$ cat config.mk
export PLATFORM = sky130hd
export DESIGN_NAME = cv32e40p_obi_resp_delay_fifo
export DESIGN_NICKNAME = d
export VERILOG_FILES = /design/src/rtl/cv32e40p_obi_resp_delay_pkg.sv /design/src/rtl/cv32e40p_obi_resp_delay_lfsr.sv /design/src/rtl/cv32e40p_obi_resp_delay_fifo.sv
export SDC_FILE = /design/constraint.sdc
export NUM_CORES = 1
export LEC_CHECK = 0
export BUFFER_PORTS_ARGS = -buffer_cell sky130_fd_sc_hd__buf_2
export CORE_MARGIN = 5
export CORE_UTILIZATION = 62
export DETAILED_ROUTE_END_ITERATION = 8
export PLACE_DENSITY = 0.81
export SLEW_MARGIN = 5
export SYNTH_ARGS = -nofsm -noshare
export SYNTH_HDL_FRONTEND = slang
export SYNTH_SLANG_ARGS = --single-unit
$ cat constraint.sdc
create_clock -name clk_i -period 4.1 [get_ports clk_i]
set_clock_uncertainty 0.2 [all_clocks]
set_input_delay 0.82 -clock clk_i [delete_from_list [all_inputs] [get_ports clk_i]]
set_output_delay 0.82 -clock clk_i [all_outputs]
set_load 0.05 [all_outputs]
$ cat src/rtl/cv32e40p_obi_resp_delay_pkg.sv
// Shared types and helpers for the OBI response delay FIFO.
// Holds the stall mode encoding and the 16-bit Galois LFSR step function.
package cv32e40p_obi_resp_delay_pkg;

  typedef enum logic [1:0] {
    STALL_OFF      = 2'd0,
    STALL_STANDARD = 2'd1,
    STALL_RANDOM   = 2'd2
  } stall_mode_e;

  localparam int unsigned LFSR_W = 16;

  // x^16 + x^14 + x^13 + x^11 + 1 in right-shifting Galois form.
  localparam logic [LFSR_W-1:0] LFSR_TAPS = 16'hB400;

  function automatic logic [LFSR_W-1:0] lfsr_step(input logic [LFSR_W-1:0] s);
    lfsr_step = {1'b0, s[LFSR_W-1:1]} ^ (s[0] ? LFSR_TAPS : '0);
  endfunction

endpackage

$ cat src/rtl/cv32e40p_obi_resp_delay_lfsr.sv
// 16-bit Galois LFSR that steps only when en_i is high.
// Reset loads seed_i, which is expected to be a constant tie-off.
module cv32e40p_obi_resp_delay_lfsr
  import cv32e40p_obi_resp_delay_pkg::*;
(
  input  logic              clk_i,
  input  logic              rst_ni,
  input  logic [LFSR_W-1:0] seed_i,
  input  logic              en_i,
  output logic [LFSR_W-1:0] lfsr_o
);

  logic [LFSR_W-1:0] lfsr_q, lfsr_d;

  always_comb begin
    lfsr_d = lfsr_q;
    if (en_i) lfsr_d = lfsr_step(lfsr_q);
  end

  always_ff @(posedge clk_i or negedge rst_ni) begin
    if (!rst_ni) lfsr_q <= seed_i;
    else         lfsr_q <= lfsr_d;
  end

  assign lfsr_o = lfsr_q;

endmodule

$ cat src/rtl/cv32e40p_obi_resp_delay_fifo.sv
// In-order OBI response model with per-entry stall delays (off/fixed/LFSR).
// Define OBI_RESP_ERR_EN to store err_i and return it on err_o.
module cv32e40p_obi_resp_delay_fifo
  import cv32e40p_obi_resp_delay_pkg::*;
#(
  parameter int unsigned DATA_W    = 32,
  parameter int unsigned DEPTH     = 8,
  parameter int unsigned DELAY_W   = 4,
  parameter logic [15:0] LFSR_SEED = 16'hACE1
) (
  input  logic                     clk_i,
  input  logic                     rst_ni,
  input  logic                     req_i,
  input  logic                     gnt_i,
  input  logic                     we_i,
  input  logic [DATA_W-1:0]        rdata_i,
  input  logic                     err_i,
  input  logic                     en_stall_i,
  input  logic [1:0]               stall_mode_i,
  input  logic [DELAY_W-1:0]       max_stall_i,
  input  logic [DELAY_W-1:0]       valid_stall_i,
  output logic [DATA_W-1:0]        rdata_o,
  output logic                     err_o,
  output logic                     rvalid_o,
  output logic                     full_o,
  output logic [$clog2(DEPTH):0]   outstanding_o,
  output logic                     overflow_o
);

  localparam int unsigned AW = $clog2(DEPTH);
  localparam int unsigned PW = AW + 1;

  typedef struct packed {
    logic               we;
    logic [DELAY_W-1:0] delay;
`ifdef OBI_RESP_ERR_EN
    logic               err;
`endif
    logic [DATA_W-1:0]  data;
  } entry_t;

  entry_t            mem_q [DEPTH];
  entry_t            mem_d [DEPTH];
  logic [PW-1:0]     wptr_q, wptr_d, rptr_q, rptr_d;
  logic              cap_vld_q, cap_vld_d;
  logic [AW-1:0]     cap_idx_q, cap_idx_d;
  logic              ovf_q, ovf_d;

  logic [LFSR_W-1:0]  lfsr;
  logic [AW-1:0]      waddr, raddr;
  logic               empty, full, push, pop, bypass;
  logic [DELAY_W-1:0] push_delay, rnd_delay;
  logic [DATA_W-1:0]  cap_data;
  entry_t             head;
  logic               lfsr_unused;

  assign waddr  = wptr_q[AW-1:0];
  assign raddr  = rptr_q[AW-1:0];
  assign empty  = (wptr_q == rptr_q);
  assign full   = (waddr == raddr) && (wptr_q[AW] != rptr_q[AW]);
  assign push   = req_i && gnt_i && !full;
  assign head   = mem_q[raddr];
  assign pop    = !empty && (head.delay == '0);
  // The head may still be waiting for its read data; forward it straight through.
  assign bypass = cap_vld_q && (cap_idx_q == raddr);
  assign cap_data = mem_q[cap_idx_q].we ? '0 : rdata_i;

  cv32e40p_obi_resp_delay_lfsr u_lfsr (
    .clk_i  (clk_i),
    .rst_ni (rst_ni),
    .seed_i (LFSR_SEED),
    .en_i   (push),
    .lfsr_o (lfsr)
  );

  assign lfsr_unused = ^lfsr[LFSR_W-1:DELAY_W];
  assign rnd_delay   = (lfsr[DELAY_W-1:0] < max_stall_i) ? lfsr[DELAY_W-1:0] : max_stall_i;

  always_comb begin
    push_delay = '0;
    if (en_stall_i) begin
      case (stall_mode_i)
        STALL_STANDARD: push_delay = valid_stall_i;
        STALL_RANDOM:   push_delay = rnd_delay;
        default:        push_delay = '0;
      endcase
    end
  end

  always_comb begin
    mem_d     = mem_q;
    wptr_d    = wptr_q;
    rptr_d    = rptr_q;
    cap_vld_d = 1'b0;
    cap_idx_d = cap_idx_q;
    ovf_d     = ovf_q || (req_i && gnt_i && full);

    if (cap_vld_q) begin
      mem_d[cap_idx_q].data = cap_data;
`ifdef OBI_RESP_ERR_EN
      mem_d[cap_idx_q].err  = err_i;
`endif
    end

    // Only the head counts down, so queued entries stall back to back.
    if (!empty && (head.delay != '0))
      mem_d[raddr].delay = head.delay - DELAY_W'(1);

    if (pop) rptr_d = rptr_q + PW'(1);

    if (push) begin
      mem_d[waddr]       = '0;
      mem_d[waddr].we    = we_i;
      mem_d[waddr].delay = push_delay;
      wptr_d             = wptr_q + PW'(1);
      cap_vld_d          = 1'b1;
      cap_idx_d          = waddr;
    end
  end

  always_ff @(posedge clk_i or negedge rst_ni) begin
    if (!rst_ni) begin
      for (int i = 0; i < DEPTH; i++) mem_q[i] <= '0;
      wptr_q    <= '0;
      rptr_q    <= '0;
      cap_vld_q <= 1'b0;
      cap_idx_q <= '0;
      ovf_q     <= 1'b0;
    end else begin
      mem_q     <= mem_d;
      wptr_q    <= wptr_d;
      rptr_q    <= rptr_d;
      cap_vld_q <= cap_vld_d;
      cap_idx_q <= cap_idx_d;
      ovf_q     <= ovf_d;
    end
  end

  assign rvalid_o      = pop;
  assign rdata_o       = pop ? (bypass ? cap_data : head.data) : '0;
  assign full_o        = full;
  assign outstanding_o = wptr_q - rptr_q;
  assign overflow_o    = ovf_q;

`ifdef OBI_RESP_ERR_EN
  assign err_o = pop && (bypass ? err_i : head.err);
`else
  logic err_unused;
  assign err_unused = err_i;
  assign err_o      = 1'b0;
`endif

endmodule

### Word level (Yosys, flattened, before mapping)

Cells that the tools add are included.

* register bits after elaboration: 325
* input bits: 49
* output and inout bits: 40
* word-level logic and storage cells: 99

* add/sub/neg operators: 4
* magnitude comparators: 7
* equality and inequality tests: 6
* multiplexer cells: 31
* bitwise logic cells: 6
* reduce and logical (&&, ||, !) cells: 15

Operators by type and width (number)
* bitwise mux 296 bit: 4
* two-way mux 296 bit: 3
* demux 37 bit (select 3 bit): 5
* AND 296 bit: 1
* inverter 296 bit: 1
* binary-select mux 37 bit (select 3 bit): 2
* two-way mux 37 bit: 4
* two-way mux 36 bit: 4
* two-way mux 32 bit: 4
* two-way mux 16 bit: 1
* bitwise XOR 15 x 16 -> 16 bit: 1
* greater-or-equal comparator 4 bit (second input constant): 3
* less-than comparator 4 x 1 -> 1 bit (second input constant): 3
* inverter 3 -> 4 bit: 3
* logical AND 1 bit: 10
* adder 4 x 1 -> 4 bit (second input constant): 2
* two-way mux 4 bit: 2
* case mux 4 bit (2 select lines): 1
* == test 3 bit: 2
* == test 4 bit: 1
* logical NOT 4 bit: 1
* less-than comparator 4 bit: 1
* nonzero test 4 bit: 1
* subtractor 4 x 1 -> 4 bit (second input constant): 1
* 7 further kinds: 8

### Logic depth before layout (Yosys ltp)

* depth in word-level cells: 13
* mapped depth: 13
* depth with buffers taken out: 8

### Least setup slack after synthesis

No wires, ideal clock.

* path type: register to output
* start: register rptr_q[1]
* end: output port rdata_o[12]
* data arrival time: 2.922 ns
* required time: 3.080 ns
* path slack: 0.158 ns
* cell stages (with the launch flop): 8
* path buffers: 2
* cell sequence: dfrtp_1 buf_6 mux4_1 mux2i_4 ha_1 nand4b_2 clkbuf_1 a21oi_1

* word-level cells in the longest chain between the ends: 7
* elaborated cells on any way between the ends: 12
* those cells by class: eq/ne (2); mux (5); bitwise (1); reduce/logical (4)

Ends and longest elaborated chain
* from (decl): RTL line cv32e40p_obi_resp_delay_fifo.sv:44 `logic [PW-1:0] wptr_q, wptr_d, rptr_q, rptr_d;`
* from (signal assigned): RTL line cv32e40p_obi_resp_delay_fifo.sv:132 `rptr_q <= rptr_d;`
* inverter 3 -> 4 bit (not written as such): RTL line cv32e40p_obi_resp_delay_fifo.sv:62 `assign head = mem_q[raddr];`
* binary-select mux 37 bit (select 3 bit): RTL line cv32e40p_obi_resp_delay_fifo.sv:62
* two-way mux 36 bit (not written as such) (2 in a row): RTL line cv32e40p_obi_resp_delay_fifo.sv:62
* logical NOT 4 bit: RTL line cv32e40p_obi_resp_delay_fifo.sv:63 `assign pop = !empty && (head.delay == '0);`
* logical AND 1 bit: RTL line cv32e40p_obi_resp_delay_fifo.sv:63
* two-way mux 32 bit *: RTL line cv32e40p_obi_resp_delay_fifo.sv:140 `assign rdata_o = pop ? (bypass ? cap_data : head.data) : '0;`
* to (decl): RTL line cv32e40p_obi_resp_delay_fifo.sv:22 `output logic [DATA_W-1:0] rdata_o,`

Mark *: on every way between the ends. The rest lies on a longest branch, timed or not. The select of a mux whose other input is x is not followed.

### Worst setup path in the final report

* start: register rptr_q[1]
* end: output port rdata_o[2]

Same word-level chain as after synthesis.

==> metrics.txt <==
# TYPE chip_impl_metric gauge
chip_impl_info{name="status",value="finished with violations"} 1
chip_impl_info{name="violated_checks",value="negative setup slack"} 1
chip_impl_metric{name="io_pins",unit=""} 89
chip_impl_metric{name="worst_slack",unit="ns"} -0.0629
chip_impl_metric{name="drc_errors",unit=""} 0
chip_impl_metric{name="initialDrtViolationCount",unit=""} 2486
chip_impl_metric{name="synthesis.nets",unit=""} 1970
chip_impl_metric{name="fmax",unit="MHz"} 240
chip_impl_metric{name="die_height",unit="um"} 176
chip_impl_metric{name="place.detailed.hpwl",unit="um"} 31800
chip_impl_metric{name="finalPower",unit="W"} 0.0178
chip_impl_metric{name="finalHoldViolCount",unit=""} 0
chip_impl_metric{name="worst_skew_pair.late_latency",unit="ns"} 0.52
chip_impl_metric{name="drive_gt1_share",unit="%"} 15.7
chip_impl_metric{name="min_period_over_period",unit="%"} 102
chip_impl_metric{name="power.density",unit="mW/mm^2"} 937
chip_impl_metric{name="detail_route.first_pass.iterations",unit=""} 6
chip_impl_metric{name="finalSetupViolCount",unit=""} 2
chip_impl_metric{name="fillers",unit=""} 2047
chip_impl_metric{name="drt.antenna.violating_nets",unit=""} 0
chip_impl_info{name="synthTopCellsByCount",value="sky130_fd_sc_hd__nand2_1 (342), sky130_fd_sc_hd__dfrtp_1 (317), sky130_fd_sc_hd__a21oi_1 (306), sky130_fd_sc_hd__nand3_1 (285), sky130_fd_sc_hd__clkbuf_1 (114)"} 1
chip_impl_metric{name="netlist-cell-type-count",unit=""} 60
chip_impl_metric{name="vias",unit=""} 15848
chip_impl_info{name="end_kind",value="primary output"} 1
chip_impl_metric{name="largest_net_degree_at_the_start_of_global_routing",unit=""} 115
chip_impl_metric{name="grt_pass1_vias",unit=""} 15889
chip_impl_metric{name="syn-cell-area",unit="sq mm"} 0.0170
chip_impl_metric{name="finalCoreUtilization",unit="%"} 70.5
chip_impl_metric{name="detail_route.wirelength",unit="um"} 56600
chip_impl_metric{name="drt-vias-per-instance",unit=""} 6.95
chip_impl_metric{name="synthDominantCellAreaShare",unit="%"} 46.7
chip_impl_info{name="cts_tree",value="yes"} 1
chip_impl_info{name="rsz_0062_raised_after_global_routing",value="true"} 1
chip_impl_metric{name="grt_first_pass_wirelength",unit="um"} 87300
chip_impl_metric{name="synthToLayoutAreaGrowth",unit="%"} 11.7
chip_impl_info{name="synth_area_leader_cell",value="sky130_fd_sc_hd__dfrtp_1"} 1
chip_impl_metric{name="multiInputGateArea",unit="sq mm"} 0.00794
chip_impl_metric{name="slew_viol_final",unit=""} 0
chip_impl_metric{name="worst-path-buf-inv",unit=""} 3
chip_impl_info{name="critPathTopFamily",value="buffers and inverters"} 1
chip_impl_metric{name="tritoncts_num_sinks",unit=""} 325
chip_impl_metric{name="timing.max_slew.rel_slack",unit="%"} 38.7
chip_impl_metric{name="synth_seq_area_share",unit="%"} 47.9
chip_impl_metric{name="cts_htree_levels",unit=""} 2
chip_impl_metric{name="placementRows",unit=""} 60
chip_impl_metric{name="postSynth.asyncResetShare",unit="%"} 100
chip_impl_metric{name="power_leakage",unit="nW"} 8.33
chip_impl_metric{name="clockBufferDepth",unit=""} 3
chip_impl_metric{name="drv_cap",unit=""} 0
chip_impl_metric{name="globalRouteTotalUtil",unit="%"} 35.9
chip_impl_metric{name="start_util",unit="%"} 63.1
chip_impl_metric{name="worst_setup_hold_path_clk_slew",unit="ns"} 0.06
chip_impl_metric{name="crit_path_max_incr_delay",unit="ns"} 0.53
chip_impl_metric{name="io_buffer_count",unit=""} 86
chip_impl_metric{name="finalWorstPathRequiredPeriod",unit="ns"} 4.16
chip_impl_metric{name="critPathArrivalTime",unit="ns"} 3.14
chip_impl_metric{name="crit_fanout",unit=""} 25
chip_impl_metric{name="gp_congestion",unit=""} 0.860
chip_impl_info{name="cp_cell_sequence",value="buf_16, nand2b_1, buf_4, o22ai_1, a2111oi_0, a31oi_1, nor2_1, buf_2"} 1
chip_impl_info{name="yosys_most_used_dff",value="sky130_fd_sc_hd__dfrtp_1"} 1
chip_impl_metric{name="sum_of_overflow_across_all_layers_after_global_routing",unit=""} 0
chip_impl_info{name="worstSetupPathType",value="reg -> out"} 1
chip_impl_info{name="clock-root-buffer",value="sky130_fd_sc_hd__clkbuf_16"} 1
chip_impl_metric{name="grt_antenna_before_repair",unit=""} 5
chip_impl_metric{name="synth-seq-cells",unit=""} 325
chip_impl_info{name="post_synth_main_area_contributors",value="sky130_fd_sc_hd__dfrtp_1 (47%), sky130_fd_sc_hd__a21oi_1 (9.0%), sky130_fd_sc_hd__nand3_1 (8.4%)"} 1
chip_impl_metric{name="syn_avg_cell_area",unit="sq um"} 8.91
chip_impl_metric{name="cts.hold.buffers_added",unit=""} 0
chip_impl_metric{name="area.sequential",unit="sq mm"} 0.00815
chip_impl_metric{name="die_width",unit="um"} 176
chip_impl_metric{name="number_of_enable_type_register_cells_in_the_synthesized_netlist",unit=""} 0
chip_impl_metric{name="worst_ep_required_time",unit="ns"} 3.08
chip_impl_metric{name="layout.nets",unit=""} 1978
chip_impl_metric{name="worst-slew-pin-transition",unit="ns"} 0.920
chip_impl_info{name="hold_crit_class",value="in -> async"} 1
chip_impl_metric{name="placeableCoreArea",unit="sq mm"} 0.0270
chip_impl_info{name="yosys.cell_count.top_type",value="sky130_fd_sc_hd__nand2_1"} 1
chip_impl_metric{name="worst_ir_drop_vdd",unit="V"} 0.00116
chip_impl_metric{name="detailedPlace.worstSlack",unit="ns"} 0.307
chip_impl_metric{name="floorplan.die_area",unit="sq mm"} 0.0308
chip_impl_info{name="timing.critical_path.from_type",value="flop"} 1
chip_impl_metric{name="routed_wire_length_per_instance",unit="um"} 24.8
chip_impl_metric{name="numCtsBuffers",unit=""} 36
chip_impl_metric{name="synth.yosys.warnings",unit=""} 0
chip_impl_info{name="slowest_stage",value="sky130_fd_sc_hd__a2111oi_0"} 1
chip_impl_metric{name="synth_cells",unit=""} 1909
-- area by class of cell --
| class | count | area share [%] |
|---|---|---|
| flip-flops and latches | 325 | 42.9 |
| multi-input cells | 1363 | 41.8 |
| repair buffers | 172 | 6.76 |
| clock buffers | 51 | 5.36 |
| well taps | 341 | 2.25 |
| clock inverters | 9 | 0.540 |
| inverters | 19 | 0.375 |
| diodes | 1 | 0.0132 |
-- cell usage in the layout (no fill, tap or decap), types with 14 or more instances in the layout --
master	netlist	layout
sky130_fd_sc_hd__nand2_1	342	341
sky130_fd_sc_hd__dfrtp_1	317	312
sky130_fd_sc_hd__a21oi_1	306	304
sky130_fd_sc_hd__nand3_1	285	285
sky130_fd_sc_hd__mux2i_1	90	90
sky130_fd_sc_hd__buf_2	61	79
sky130_fd_sc_hd__buf_4	15	77
sky130_fd_sc_hd__nor2_1	57	51
sky130_fd_sc_hd__o22ai_1	38	38
sky130_fd_sc_hd__clkbuf_16	0	38
sky130_fd_sc_hd__mux2_2	23	23
sky130_fd_sc_hd__o21ai_0	20	20
sky130_fd_sc_hd__inv_1	18	18
sky130_fd_sc_hd__or3_1	15	15
sky130_fd_sc_hd__nand2b_1	14	14
sky130_fd_sc_hd__o221ai_1	14	14
-- cell families after synthesis --
kind of cell | Yosys count | synth area share [%]
simple gates | 760 | 20.1
mux | 134 | 9.71
buf+inv | 221 | 6.06
compound gates | 439 | 14.4
fa+ha+maj | 12 | 0.927
flops | 325 | 47.9
xor+xnor | 17 | 0.920
other cells | 1 | 0.0221
-- layer usage --
layer	GRT usage, %	wire, um
met4	19.6	3910
met3	10.5	7920
met1	46.0	19700
met5	0	33
met2	55.3	25000
-- repair_timing --
| item | CTS | global route |
|---|---|---|
| gates cloned | 1 | 1 |
| resized for setup | 7 | 10 |
| buffers inserted | 7 | 2 |
| pin swaps | 1 | 0 |
| endpoints found under the setup margin | 33 | 23 |
-- per-stage QoR --
step | std cells | setup TNS (ns) | cell area [sq um] | hold WS (ns)
floorplan | 1909 | 0 | 17000 | 0.235
global placement | 2209 | 0 | 17700 | 0.246
detailed placement | 2209 | 0 | 17700 | 0.251
CTS | 2277 | 0 | 18900 | 0.228
global route | 2281 | -0.0819 | 19000 | 0.261
finish | 2281 | -0.0779 | 19000 | 0.192
-- power breakdown --
group	switching (W)	leakage [nW]	total, W	internal [W]
Sequential	0.000909	4.21	0.00555	0.00464
Clock	0.00131	0.553	0.00316	0.00185
Combinational	0.00586	3.56	0.00908	0.00322
Total	0.00808	8.33	0.0178	0.00971
-- flip-flops by register name, indices dropped and copies added, names as in the netlist --
name	count
cap_idx_q	3
cap_vld_q	1
mem_q	296
overflow_o	1
rptr_q	4
u_lfsr.lfsr_o	16
wptr_q	4
-- path summary, 6_finish.rpt --
path                                        from               end  slack (ns)  cells past startpoint
worst min-delay path                      rst_ni        mem_q[172]        0.19                      1
worst max-delay path                   rptr_q[1]        rdata_o[2]       -0.06                      8
worst min register to register  u_lfsr.lfsr_o[7]  u_lfsr.lfsr_o[6]        0.25                      2
max in group asynchronous                 rst_ni        mem_q[132]        2.54                      2
worst max register to register         rptr_q[0]         mem_q[70]        0.68                      8
min in group clk_i              u_lfsr.lfsr_o[7]  u_lfsr.lfsr_o[6]        0.25                      2
(Power assumes the default switching activity.)
